[src/rtl/nn_train_ctrl.sv]
// nn_train_ctrl: training sequencer for the backprop network weight registers.
// Walks INIT -> (FWD -> BWD -> UPD) per sample, repeats per epoch, then
// pulses done. Drives the shared initial-load / update selects of all weight
// registers plus the forward/backward phase enables.
// Optional build macro: TRAIN_EARLY_STOP_EN (ends the run at the end of an
// epoch when err_below is high and raises the sticky early_stop flag).

// Simulation-only checks: legal parameters and mutually exclusive selects.
module nn_train_ctrl_chk #(
  parameter int FWD_CYCLES = 4,
  parameter int BWD_CYCLES = 4,
  parameter int N_SAMPLES  = 4,
  parameter int N_EPOCHS   = 1000,
  parameter int SW         = 2,
  parameter int EW         = 16
) (
  input logic clk,
  input logic reset,
  input logic select_initial,
  input logic select_update,
  input logic fwd_en,
  input logic bwd_en
);

  // Check parameter ranges and one-hot-or-zero datapath controls each cycle
  always @(posedge clk) begin
    if (reset) begin
      assert (FWD_CYCLES >= 1 && BWD_CYCLES >= 1 && N_SAMPLES >= 1 && N_EPOCHS >= 1);
      assert (N_SAMPLES <= (1 << SW));
      assert (longint'(N_EPOCHS) < (longint'(1) << EW));
      assert ($onehot0({select_initial, select_update, fwd_en, bwd_en}));
    end
  end

endmodule

module nn_train_ctrl #(
  parameter int FWD_CYCLES = 4,
  parameter int BWD_CYCLES = 4,
  parameter int N_SAMPLES  = 4,
  parameter int N_EPOCHS   = 1000,
  parameter int SW         = 2,
  parameter int EW         = 16
) (
  input  logic          clk,
  input  logic          reset,
  input  logic          start,
  input  logic          abort,
  input  logic          err_below,
  output logic          select_initial,
  output logic          select_update,
  output logic          fwd_en,
  output logic          bwd_en,
  output logic [SW-1:0] sample_idx,
  output logic [EW-1:0] epoch_cnt,
  output logic          busy,
  output logic          done,
  output logic          early_stop
);

  // Phase counter covers the longer of the two timed phases.
  localparam int CMAX = (FWD_CYCLES > BWD_CYCLES) ? FWD_CYCLES : BWD_CYCLES;
  localparam int PW   = (CMAX > 1) ? $clog2(CMAX) : 1;

  localparam logic [PW-1:0] FWD_LAST    = PW'(FWD_CYCLES - 1);
  localparam logic [PW-1:0] BWD_LAST    = PW'(BWD_CYCLES - 1);
  localparam logic [SW-1:0] SAMPLE_LAST = SW'(N_SAMPLES - 1);
  localparam logic [EW-1:0] EPOCH_END   = EW'(N_EPOCHS);
  localparam logic [EW-1:0] EPOCH_MAX   = {EW{1'b1}};

  typedef enum logic [2:0] {
    ST_IDLE = 3'd0,
    ST_INIT = 3'd1,
    ST_FWD  = 3'd2,
    ST_BWD  = 3'd3,
    ST_UPD  = 3'd4,
    ST_DONE = 3'd5
  } state_t;

  state_t          state_r, state_s;
  logic [PW-1:0]   phase_r, phase_s;
  logic [SW-1:0]   sample_r, sample_s;
  logic [EW-1:0]   epoch_r, epoch_s;
  logic [EW-1:0]   epoch_inc_s;
  logic            stop_r, stop_s;
  logic            stop_hit_s;
  logic            sel_init_r, sel_upd_r, fwd_r, bwd_r, busy_r, done_r;

`ifdef TRAIN_EARLY_STOP_EN
  assign stop_hit_s = err_below;
`else
  // err_below has no function in this build; keep it visibly consumed.
  logic unused_err_s;
  assign unused_err_s = err_below;
  assign stop_hit_s   = 1'b0;
`endif

  // Saturating epoch increment so the counter can never wrap to zero.
  assign epoch_inc_s = (epoch_r == EPOCH_MAX) ? epoch_r : (epoch_r + EW'(1));

  // Next-state and counter update logic; abort overrides every transition
  always_comb begin
    state_s  = state_r;
    phase_s  = phase_r;
    sample_s = sample_r;
    epoch_s  = epoch_r;
    stop_s   = stop_r;
    if (abort && (state_r != ST_IDLE)) begin
      // Counters keep their values so the host can see where the run stopped.
      state_s = ST_IDLE;
      phase_s = '0;
    end else begin
      case (state_r)
        ST_IDLE: begin
          if (start) begin
            state_s  = ST_INIT;
            phase_s  = '0;
            sample_s = '0;
            epoch_s  = '0;
            stop_s   = 1'b0;
          end else begin
            state_s = ST_IDLE;
          end
        end
        ST_INIT: begin
          state_s = ST_FWD;
          phase_s = '0;
        end
        ST_FWD: begin
          if (phase_r == FWD_LAST) begin
            state_s = ST_BWD;
            phase_s = '0;
          end else begin
            phase_s = phase_r + PW'(1);
          end
        end
        ST_BWD: begin
          if (phase_r == BWD_LAST) begin
            state_s = ST_UPD;
            phase_s = '0;
          end else begin
            phase_s = phase_r + PW'(1);
          end
        end
        ST_UPD: begin
          phase_s = '0;
          if (sample_r != SAMPLE_LAST) begin
            sample_s = sample_r + SW'(1);
            state_s  = ST_FWD;
          end else begin
            sample_s = '0;
            epoch_s  = epoch_inc_s;
            if (stop_hit_s) begin
              state_s = ST_DONE;
              stop_s  = 1'b1;
            end else if (epoch_inc_s == EPOCH_END) begin
              state_s = ST_DONE;
            end else begin
              state_s = ST_FWD;
            end
          end
        end
        ST_DONE: begin
          state_s = ST_IDLE;
        end
        default: begin
          state_s = ST_IDLE;
          phase_s = '0;
        end
      endcase
    end
  end

  // State, counters and Moore outputs decoded from the next state
  always_ff @(posedge clk or negedge reset) begin
    if (!reset) begin
      state_r    <= ST_IDLE;
      phase_r    <= '0;
      sample_r   <= '0;
      epoch_r    <= '0;
      stop_r     <= 1'b0;
      sel_init_r <= 1'b0;
      sel_upd_r  <= 1'b0;
      fwd_r      <= 1'b0;
      bwd_r      <= 1'b0;
      busy_r     <= 1'b0;
      done_r     <= 1'b0;
    end else begin
      state_r    <= state_s;
      phase_r    <= phase_s;
      sample_r   <= sample_s;
      epoch_r    <= epoch_s;
      stop_r     <= stop_s;
      sel_init_r <= (state_s == ST_INIT);
      sel_upd_r  <= (state_s == ST_UPD);
      fwd_r      <= (state_s == ST_FWD);
      bwd_r      <= (state_s == ST_BWD);
      busy_r     <= (state_s != ST_IDLE);
      done_r     <= (state_s == ST_DONE);
    end
  end

  assign select_initial = sel_init_r;
  assign select_update  = sel_upd_r;
  assign fwd_en         = fwd_r;
  assign bwd_en         = bwd_r;
  assign sample_idx     = sample_r;
  assign epoch_cnt      = epoch_r;
  assign busy           = busy_r;
  assign done           = done_r;
  assign early_stop     = stop_r;

  nn_train_ctrl_chk #(
    .FWD_CYCLES (FWD_CYCLES),
    .BWD_CYCLES (BWD_CYCLES),
    .N_SAMPLES  (N_SAMPLES),
    .N_EPOCHS   (N_EPOCHS),
    .SW         (SW),
    .EW         (EW)
  ) u_chk (
    .clk            (clk),
    .reset          (reset),
    .select_initial (sel_init_r),
    .select_update  (sel_upd_r),
    .fwd_en         (fwd_r),
    .bwd_en         (bwd_r)
  );

endmodule

[config.mk]
export PLATFORM = sky130hd
export DESIGN_NAME = nn_train_ctrl
export DESIGN_NICKNAME = d
export VERILOG_FILES = /design/src/rtl/nn_train_ctrl.sv
export SDC_FILE = /design/constraint.sdc
export NUM_CORES = 1
export LEC_CHECK = 0
export BUFFER_PORTS_ARGS = -buffer_cell sky130_fd_sc_hd__buf_2
export CORE_ASPECT_RATIO = 2
export CORE_MARGIN = 1.5
export CORE_UTILIZATION = 51
export DETAILED_ROUTE_END_ITERATION = 12
export GPL_TIMING_DRIVEN = 1
export PLACE_DENSITY_LB_ADDON = 0.05
export SLEW_MARGIN = 10
export SYNTH_ARGS = -nofsm -noshare
export SYNTH_HDL_FRONTEND = slang
export SYNTH_SLANG_ARGS = --single-unit
[constraint.sdc]
create_clock -name clk -period 3.39 [get_ports clk]
set_input_delay 0.5085 -clock clk [delete_from_list [all_inputs] [get_ports clk]]
set_output_delay 0.5085 -clock clk [all_outputs]
set_load 0.1 [all_outputs]
# --- Word-level counts from Yosys, hierarchy flattened ---
# Cells that the tools add are included.
classes:
  addsub: 3
  n_eq_ne: 18
  n_mux: 17
  n_bitwise: 1
  n_reduce_logical: 9
op_table:
  columns: ["cell", "count"]
  rows:
  - ["$mux W16", 3]
  - ["$pmux W16 S2", 1]
  - ["$add A16 B1 Y16 const B", 1]
  - ["$eq A16 B10 Y1 const B", 1]
  - ["$eq A16 B16 Y1 const B", 1]
  - ["$mux W3", 5]
  - ["$pmux W3 S5", 1]
  - ["$eq A3 B2 Y1 const B", 4]
  - ["$eq A3 B3 Y1 const B", 4]
  - ["$mux W2", 4]
  - ["$ne A2 B2 Y1 const B", 4]
  - ["$eq A3 B1 Y1 const B", 2]
  - ["$pmux W2 S3", 1]
  - ["$reduce_bool A3 Y1", 2]
  - ["$add A2 B1 Y2 const B", 2]
  - ["$pmux W2 S2", 1]
  - ["$reduce_and A4 Y1", 1]
  - ["$logic_not A3 Y1", 1]
  - ["$ne A3 B3 Y1 const B", 1]
  - ["$reduce_and A3 Y1", 1]
  - ["$eq A2 B2 Y1 const B", 1]
  - ["$reduce_and A2 Y1", 1]
  - ["$reduce_bool A2 Y1", 1]
  - ["$reduce_or A2 Y1", 1]
  - ["3 further kinds", 3]
totals:
  ff_bits: 29
  inputBits: 5
  out_inout_bits: 25
  wordCells: 58

# --- Longest topological paths before layout ---
# Gate-level depths: netlist of run 1.
depth:
  word_depth: 8
  ltp_mapped: 8
  depth_no_buf: 7

# --- Least setup slack after synthesis of run 1 ---
# No wires, ideal clock.
synth_path:
  path_type: "register to register"
  startpoint: "register epoch_r[0], in the netlist epoch_cnt[0]"
  endpoint: "register state_r[0]"
  setup_ps: 101
  arrival_time_ps: 3245
  required_time_ps: 3289
  path_slack_ps: 44
  path_stages_with_launch: 9
  path_buffers: 1
  synth_period_minus_slack_ps: 3346
  cell_sequence: "dfrtp_1 -> ha_1 -> nand4_1 -> or4_1 -> buf_2 -> or2_0 -> a2bb2o_4 -> or4_4 -> o32ai_1"
synth_between:
  elab_chain_cells: 7
  elab_cells_between_ends: 8
  cone_classes: "add/sub: 1; eq/ne: 2; mux: 5"
synth_rtl:
  columns: ["item", "line", "rtl"]
  rows:
  - ["start, declared", "83", "logic [EW-1:0] epoch_r, epoch_s;"]
  - ["start signal, assigned", "192", "epoch_r <= epoch_s;"]
  - ["$add A16 B1 Y16 / $eq A16 B16 Y1 (equally long branches)", "99", "assign epoch_inc_s = (epoch_r == EPOCH_MAX) ? epoch_r : (epoch_r + EW'(1));"]
  - ["$mux W16 (*)", "99", null]
  - ["$eq A16 B10 Y1 (*)", "156", "end else if (epoch_inc_s == EPOCH_END) begin"]
  - ["$mux W3 (*)", "156", null]
  - ["$mux W3 (*)", "147", "if (sample_r != SAMPLE_LAST) begin"]
  - ["$pmux W3 S5 (*)", "113", "case (state_r)"]
  - ["$mux W3 (*)", "108", "if (abort && (state_r != ST_IDLE)) begin"]
  - ["net state_s[0]", "80", "state_t state_r, state_s;"]
  - ["end signal, assigned", "189", "state_r <= state_s;"]
  - ["end, declared", "80", null]
# The timed path passes the listed nets; every way through them passes the cells marked *.
# A chain may end at the register's enable or synchronous reset.

# --- Worst setup path after layout of run 1 ---
layout_path:
  startpoint: "register epoch_r[0], in the netlist epoch_cnt[0]"
  endpoint: "register fwd_r, in the netlist fwd_en"
layout_between:
  elab_chain_cells: 8
  elab_cells_between_ends: 9
  cone_classes: "add/sub: 1; eq/ne: 3; mux: 5"
layout_rtl:
  columns: ["item", "line", "rtl"]
  rows:
  - ["$add A16 B1 Y16 / $eq A16 B16 Y1 (equally long branches)", "99", null]
  - ["$mux W16 (*)", "99", null]
  - ["$eq A16 B10 Y1 (*)", "156", null]
  - ["$mux W3 (*)", "156", null]
  - ["$mux W3 (*)", "147", null]
  - ["$pmux W3 S5 (*)", "113", null]
  - ["$mux W3 (*)", "108", null]
  - ["$eq A3 B2 Y1 (*)", "196", "fwd_r <= (state_s == ST_FWD);"]
  - ["end signal, assigned", "196", null]
  - ["end, declared", "87", "logic sel_init_r, sel_upd_r, fwd_r, bwd_r, busy_r, done_r;"]
# Mark *: on every way between the ends. The rest lies on a longest branch, timed or not.

==> results of run 1 <==
worst paths after layout:
path                       slack [ps]        endpoint  cells past startpoint
min in group clk                  470   select_update                      2
hold reg to reg                   510      phase_r[1]                      1
setup reg to reg                  430          fwd_en                      7
hold / removal                    260  select_initial                      1
max in group asynchronous        2690          fwd_en                      1
setup / recovery                  430          fwd_en                      7
cells in the mapped netlist, types with 2 or more instances:
cell type,n
nor2_1,16
o21ai_0,20
buf_4,5
xor2_1,3
nand4_1,5
ha_1,3
nor4_1,5
buf_2,2
nand2_1,27
a31oi_1,5
nor4b_1,2
buf_6,7
nand3_1,9
o211ai_1,3
o21a_1,2
o41ai_1,2
and4_2,2
clkbuf_1,4
dfrtp_1,29
nor3_1,5
a21oi_1,20
o31ai_1,9
and4_1,2
inv_1,4
or4_4,2
or4_1,2
cell families (layout without fill, tap and decap cells):
family,Yosys count,after routing,synth area share [%]
compound gates,74,74,24.76
xor+xnor,3,3,1.337
fa+ha+maj,3,3,1.910
buf+inv,23,44,8.211
flops,29,29,36.92
mux,1,1,0.5093
other cells,1,1,0.1908
simple gates,91,91,26.16
final cells by class:
class / instances / area (um2) / area share, %
clock buffers: 7 / 96.34 / 4.472
inverters: 4 / 15.01 / 0.6969
multi-input cells: 173 / 1079 / 50.06
flip-flops and latches: 29 / 725.7 / 33.68
clock inverters: 1 / 5.005 / 0.2323
well taps: 49 / 61.31 / 2.846
repair buffers: 32 / 172.7 / 8.014
per-layer routing:
metal	share of wire [%]	GRT usage, %	vias up
met5	0	0	-
met4	5.1	16.90	0
met3	3.9	4.200	22
met2	56	46.46	66
met1	35	26.37	918
li1	-	-	889
stage by stage:
step	cells	hold WS (ps)	utilization (%)	cell area [um2]	power [W]
6_report	295	257.4	59.09	2155	0.001074
3_5_place_dp	287	498.8	56.31	2053	0.0007690
5_1_grt	295	313.8	59.09	2155	0.001125
2_1_floorplan	225	212.9	-	1966	0.0007128
3_3_place_gp	287	490.4	56.31	2053	0.0007595
4_1_cts	295	279.0	59.09	2155	0.001084
sequential cells by signal (all words and copies together) (netlist names):
signal          count
sample_idx          2
busy                1
select_initial      1
fwd_en              1
bwd_en              1
epoch_cnt          16
done                1
phase_r             2
select_update       1
state_r             3
power by group:
part	internal (W)	switching, W
sequential	0.000385	0.0000365
clock	0.000183	0.000130
combinational	0.0000661	0.000273
total	0.000634	0.000439
critical path: cells and delay by family (launching register included):
family                     cells  cell delay [ps]
AOI/OAI and AO/OA              3              870
adders and majority gates      1              330
DFF                            1              490
and+or+nand+nor                3             1110
==> results.yml, run 1 <==
yosys:
  ys_seq_elements: 29
  synth_top_area_share_pct: 36.92
  ys_warn_count: 0
  synth_top_area_cell: "dfrtp_1"
  synth-edff-count: 0
  syn_area_per_cell_um2: 8.736
  ys_seq_area_share_pct: 36.92
  async_flop_share_pct: 100.0
  synthesis.area_um2: 1966
  synth_cells: 225
  syn-num-nets: 233
  synthDistinctLibCells: 56
  synth.area.top_cells: "dfrtp_1, nand2_1, a21oi_1"
  synthFlopType: "dfrtp_1"
pwr:
  power_leakage_nw: 0.9108
  ir_drop_uv: 320.0
  power_density_nw_per_um2: 498.3
routing:
  vias_per_cell: 6.424
  drc: 0
  postRouteWirelength_mm: 5.104
  final_antenna_net_count: 0
  wire_per_inst_um: 17.30
  vias: 1895
  first_pass_iters: 4
  drtIter0Drc: 64
timing:
  fmax_mhz: 337.7
  relSlewSlack_pct: 46.91
  drv_slew: 0
  min_period_ps: 2961
  rsz0062_at_grt: "no"
  min_period_over_period_pct: 87.36
  hold_violations: 0
  setup_slack_ps: 428.6
  clock_skew_ps: 6.377
  setup_viol: 0
  setup-tns-final_ps: 0
  tightest_slew_ps: 788.1
clocking:
  cts_num_sinks: 29
  cts_hold_buf: 0
  cts_tree: "done"
  clk_latency_ps: 290
  path_clk_slew_ps: 60
  cts-root-buf: "clkbuf_8"
  clockBufferDepth: 2
  post-cts-setup-buffers: 0
  cts_buffers: 5
  cts_resized: 0
  h-tree-depth: 2
floorplanning:
  fp-row-count: 31
  core_area_um2: 3646
  die_area_um2: 4258
  start_util_pct: 53.91
  dieWidth_um: 46.90
  ioPinCount: 30
  fp.dieH_um: 90.80
grt:
  antenna_found_initial: 0
  grt_pass1_vias: 1804
  grt_start_max_net_pins: 30
  grt_util_all_layers_pct: 26.64
  grt_pass1_wl_mm: 8.211
  gr-total-overflow: 0
setup_path:
  path_class: "reg -> reg"
  start_kind: "flip-flop"
  worstPathMaxFanout: 10
  critPathLaunch: "epoch_cnt[0]"
  arrival_ps: 3090
  crit_required_ps: 3520
  critPathSlowestCell: "or4_1"
  crit_chain: "ha_1, nand4_1, or4_1, or2_0, a2bb2o_4, o41ai_1, a21oi_1"
  critPathMaxStageDelay_ps: 690
  cp-end-kind: "flip-flop"
  critical_path.reg2reg.startpoint: "epoch_cnt[0]"
place:
  dpl_worst_slack_ps: 475.5
  gp_congestion: 0.8949
  port_buffers: 27
  dp_hpwl_mm: 3.868
outcome:
  status: "complete, no violations"
final_layout:
  area_delta_synth_final_pct: 9.612
  fillerInstances: 364
  nets: 253
  layout_common_cells: "dfrtp_1, nand2_1, buf_2, a21oi_1, o21ai_0"
  num_antenna_cells: 0
  drive_gt1_share_pct: 21.14
  final_common_cell: "dfrtp_1"
worst_hold_path:
  worstHoldPathType: "in -> async"
job:
  drv_cap: 0
(Power assumes the default switching activity.)
==> inputs of run 2 (changes only) <==
- CORE_UTILIZATION: 51 -> 57
==> results.yml, run 2 (synthesized netlist as in run 1, its figures left out) <==
place:
  gp_congestion: 0.9683
  place_area_um2: 2024
  dp_hpwl_mm: 3.822
  port_buffers: 27
routing:
  drtIter0Drc: 84
  vias_per_cell: 6.877
  drc: 0
  postRouteWirelength_mm: 5.086
  first_pass_iters: 5
  vias: 1905
  final_antenna_net_count: 0
  wire_per_inst_um: 18.36
floorplanning:
  die_area_um2: 3831
  start_util_pct: 58.84
  fp.dieH_um: 86.05
  core_area_um2: 3341
  ioPinCount: 30
  fp-row-count: 30
  dieWidth_um: 44.53
setup_path:
  critPathLaunch: "epoch_cnt[0]"
  critPathMaxStageDelay_ps: 700
  critical_path.reg2reg.startpoint: "epoch_cnt[0]"
  path_class: "reg -> reg"
  r2r_setup_slack_ps: 440
  critPathSlowestCell: "or4_1"
  endpoint: "state_r[1]"
  crit_chain: "ha_1, nand4_1, or4_1, or2_0, a2bb2o_4, o41ai_1, a211oi_1"
  worst_r2r_endpoint: "state_r[1]"
  rr_worst_depth: 7
  cp-end-kind: "flip-flop"
  worstPathMaxFanout: 10
  crit_required_ps: 3530
  start_kind: "flip-flop"
  arrival_ps: 3090
timing:
  clock_skew_ps: 8.595
  fin_hold_ws_ps: 253.2
  fmax_mhz: 339.1
  relSlewSlack_pct: 52.18
  setup_viol: 0
  hold_violations: 0
  drv_slew: 0
  setup-tns-final_ps: 0
  rsz0062_at_grt: "no"
  min_period_over_period_pct: 86.98
  tightest_slew_ps: 709.7
  min_period_ps: 2949
final_layout:
  layout_common_cells: "dfrtp_1, nand2_1, buf_2, a21oi_1, o21ai_0"
  multiInputGateArea_um2: 1079
  area_delta_synth_final_pct: 8.148
  register_area_um2: 725.7
  num_antenna_cells: 0
  fillerInstances: 304
  final_area_um2: 2126
  nets: 252
  final_common_cell: "dfrtp_1"
  drive_gt1_share_pct: 20.82
  largest_register_ffs: 16
job:
  drv_cap: 0
clocking:
  cts_tree: "done"
  cts_hold_buf: 0
  cts_buffers: 5
  post-cts-setup-buffers: 0
  clockBufferDepth: 2
  clk_latency_ps: 290
  h-tree-depth: 2
  cts-root-buf: "clkbuf_8"
  cts_resized: 0
  path_clk_slew_ps: 70
  cts_num_sinks: 29
pwr:
  p_sw_share_pct: 41.06
  p_int_w: 0.0006339
  power_frac_comb_pct: 31.6
  power_leakage_nw: 0.9053
  power_density_nw_per_um2: 506.0
  ir_drop_uv: 364.7
  p_switching_w: 0.0004417
  clkPwrFrac_pct: 29.4
  pwr-share-seq_pct: 39.0
worst_hold_path:
  worstHoldPathType: "in -> async"
grt:
  antenna_found_initial: 0
  grt_util_all_layers_pct: 29.28
  grt_pass1_wl_mm: 8.148
  grt_pass1_vias: 1737
  gr-total-overflow: 0
  grt_start_max_net_pins: 30
outcome:
  status: "complete, no violations"
run 2: worst min path at each step:
stage	to	startpoint
2_1_floorplan	busy	reset
3_3_place_gp	phase_r[1]	phase_r[1]
3_5_place_dp	phase_r[1]	phase_r[1]
4_1_cts	epoch_cnt[13]	reset
5_1_grt	select_initial	reset
6_report	done	reset
run 2: layout make-up:
type	instances	share of cell area (%)
Sequential cell	29	34.14
Multi-Input combinational cell	173	50.74
Inverter	4	0.7063
Clock inverter	1	0.2354
Clock buffer	7	4.532
Timing Repair Buffer	31	7.769
Tap cell	32	1.883
run 2: worst max-delay path, delay by kind of cell (launching register included):
kind                       cells  cell delay (ps)
and+or+nand+nor                3             1140
AOI/OAI and AO/OA              3              850
DFF                            1              490
adders and majority gates      1              320
run 2: stage by stage:
| step | utilization, % | setup WS, ps | std cells | power [W] |
|---|---|---|---|---|
| 2_1_floorplan | - | 44.11 | 225 | 0.0007128 |
| 3_3_place_gp | 60.60 | 555.0 | 269 | 0.0007588 |
| 3_5_place_dp | 60.60 | 454.9 | 269 | 0.0007669 |
| 4_1_cts | 63.63 | 428.8 | 277 | 0.001085 |
| 5_1_grt | 63.63 | 249.7 | 277 | 0.001128 |
| 6_report | 63.63 | 441.3 | 277 | 0.001076 |
run 2: power groups by stage:
stage	registers, W	logic [W]	clock network (W)
global route	0.000426	0.000366	0.000336
finish	0.000419	0.000340	0.000316
global placement	0.000426	0.000333	0
detailed placement	0.000425	0.000341	0
floorplan	0.000557	0.000156	0
CTS	0.000419	0.000342	0.000323
run 2: per-layer routing:
metal	GRT usage, %	routed length (um)	up-vias
met3	5.474	220	26
met2	52.44	2868	78
met5	0	0	-
li1	-	-	885
met4	19.56	284	0
met1	28.15	1713	916
==> inputs of run 3 (changes only) <==
- PLACE_DENSITY: not set -> 0.78
- PLACE_DENSITY_LB_ADDON: 0.05 -> not set
==> results.yml, run 3 (synthesized netlist as in run 1, its figures left out) <==
outcome:
  status: "finished with violations"
  violations: "DRC"
place:
  port_buffers: 27
  place_area_um2: 2032
  dpl_worst_slack_ps: 514.9
  gp_congestion: 0.9662
  dp_hpwl_mm: 3.522
routing:
  final_antenna_net_count: 0
  vias: 1856
  first_pass_iters: 8
  drtIter0Drc: 50
  wire_per_inst_um: 17.15
  vias_per_cell: 6.676
  drc: 3
  postRouteWirelength_mm: 4.767
timing:
  setup_viol: 0
  clock_skew_ps: 7.867
  rsz0062_at_grt: "no"
  setup_slack_ps: 438.4
  min_period_over_period_pct: 87.07
  tightest_slew_ps: 817.3
  hold_violations: 0
  min_period_ps: 2952
  fmax_mhz: 338.8
  drv_slew: 0
  relSlewSlack_pct: 44.94
  fin_hold_ws_ps: 234.0
  setup-tns-final_ps: 0
worst_hold_path:
  worstHoldPathType: "in -> async"
clocking:
  clk_latency_ps: 290
  cts-root-buf: "clkbuf_8"
  h-tree-depth: 2
  path_clk_slew_ps: 70
  clockBufferDepth: 2
  post-cts-setup-buffers: 0
  cts_resized: 0
  cts_num_sinks: 29
  cts_buffers: 5
  cts_tree: "done"
  cts_hold_buf: 0
setup_path:
  crit_chain: "ha_1, nand4_1, or4_1, or2_0, a2bb2o_4, o41ai_1, a211oi_1"
  worstPathMaxFanout: 10
  start_kind: "flip-flop"
  critPathMaxStageDelay_ps: 720
  path_class: "reg -> reg"
  crit_required_ps: 3520
  cp-end-kind: "flip-flop"
  critPathSlowestCell: "or4_1"
  arrival_ps: 3090
grt:
  gr-total-overflow: 0
  grt_pass1_wl_mm: 7.921
  antenna_found_initial: 0
  grt_pass1_vias: 1782
  grt_util_all_layers_pct: 28.36
  grt_start_max_net_pins: 30
final_layout:
  nets: 253
  final_common_cell: "dfrtp_1"
  final_area_um2: 2133
  layout_common_cells: "dfrtp_1, nand2_1, buf_2, a21oi_1, o21ai_0"
  num_antenna_cells: 0
  fillerInstances: 292
  largest_register_ffs: 16
  area_delta_synth_final_pct: 8.530
  drive_gt1_share_pct: 21.14
floorplanning:
  ioPinCount: 30
  die_area_um2: 3831
  core_area_um2: 3341
  fp.dieH_um: 86.05
  dieWidth_um: 44.53
  fp-row-count: 30
  start_util_pct: 58.84
pwr:
  power_leakage_nw: 0.9105
  power.total_w: 0.001082
  ir_drop_uv: 510.7
  power_density_nw_per_um2: 507.2
job:
  drv_cap: 0
-- run 3: cell types whose count changed in the layout (fill, tap and decap cells not counted) --
cell,previous run,this run
buf_4,4,5
-- run 3: critical path, delay by kind of cell (launching register included) --
| family | cells | cell delay [ps] |
|---|---|---|
| compound gates | 3 | 800 |
| fa+ha+maj | 1 | 320 |
| flops | 1 | 500 |
| simple gates | 3 | 1160 |
-- run 3: cell type report --
class                      instances  area [um2]  area share, %
clock buffer                       7       96.34          4.516
clock inverter                     1       5.005         0.2346
inverter                           4       15.01         0.7038
multi-input combinational        173        1079          50.56
sequential                        29       725.7          34.02
tap                               32       40.04          1.877
timing repair buffer              32       172.7          8.094
-- run 3: path summary, 6_finish.rpt --
| kind | from | end | slack (ps) | depth (start not counted) |
|---|---|---|---|---|
| min in group clk | abort | select_update | 480 | 2 |
| hold reg to reg | phase_r[0] | phase_r[0] | 500 | 1 |
| setup / recovery | epoch_cnt[0] | state_r[1] | 440 | 7 |
| setup reg to reg | epoch_cnt[0] | state_r[1] | 440 | 7 |
| max in group asynchronous | reset | select_update | 2730 | 1 |
| hold / removal | reset | epoch_cnt[10] | 230 | 1 |
-- run 3: power by group --
part	internal, W	switching, W	total, W	leakage [nW]
clock network	0.000183	0.000130	0.000313	0.0542
registers	0.000385	0.0000380	0.000423	0.397
logic	0.0000706	0.000275	0.000346	0.459
total	0.000639	0.000443	0.00108	0.910
-- run 3: through the flow --
step,cells,util (%)
after floorplan,225,-
after global placement,270,60.82
after detailed placement,270,60.82
after CTS,278,63.86
after global routing,278,63.86
final,278,63.86
-- run 3: routing by layer --
layer	part of all wire [%]	wire, um	vias up	global-route usage, %
li1	-	-	887	-
met1	35	1682	887	27.99
met2	55	2628	61	48.88
met3	4.4	210	21	5.263
met4	5.1	244	0	21.49
met5	0	0	-	0
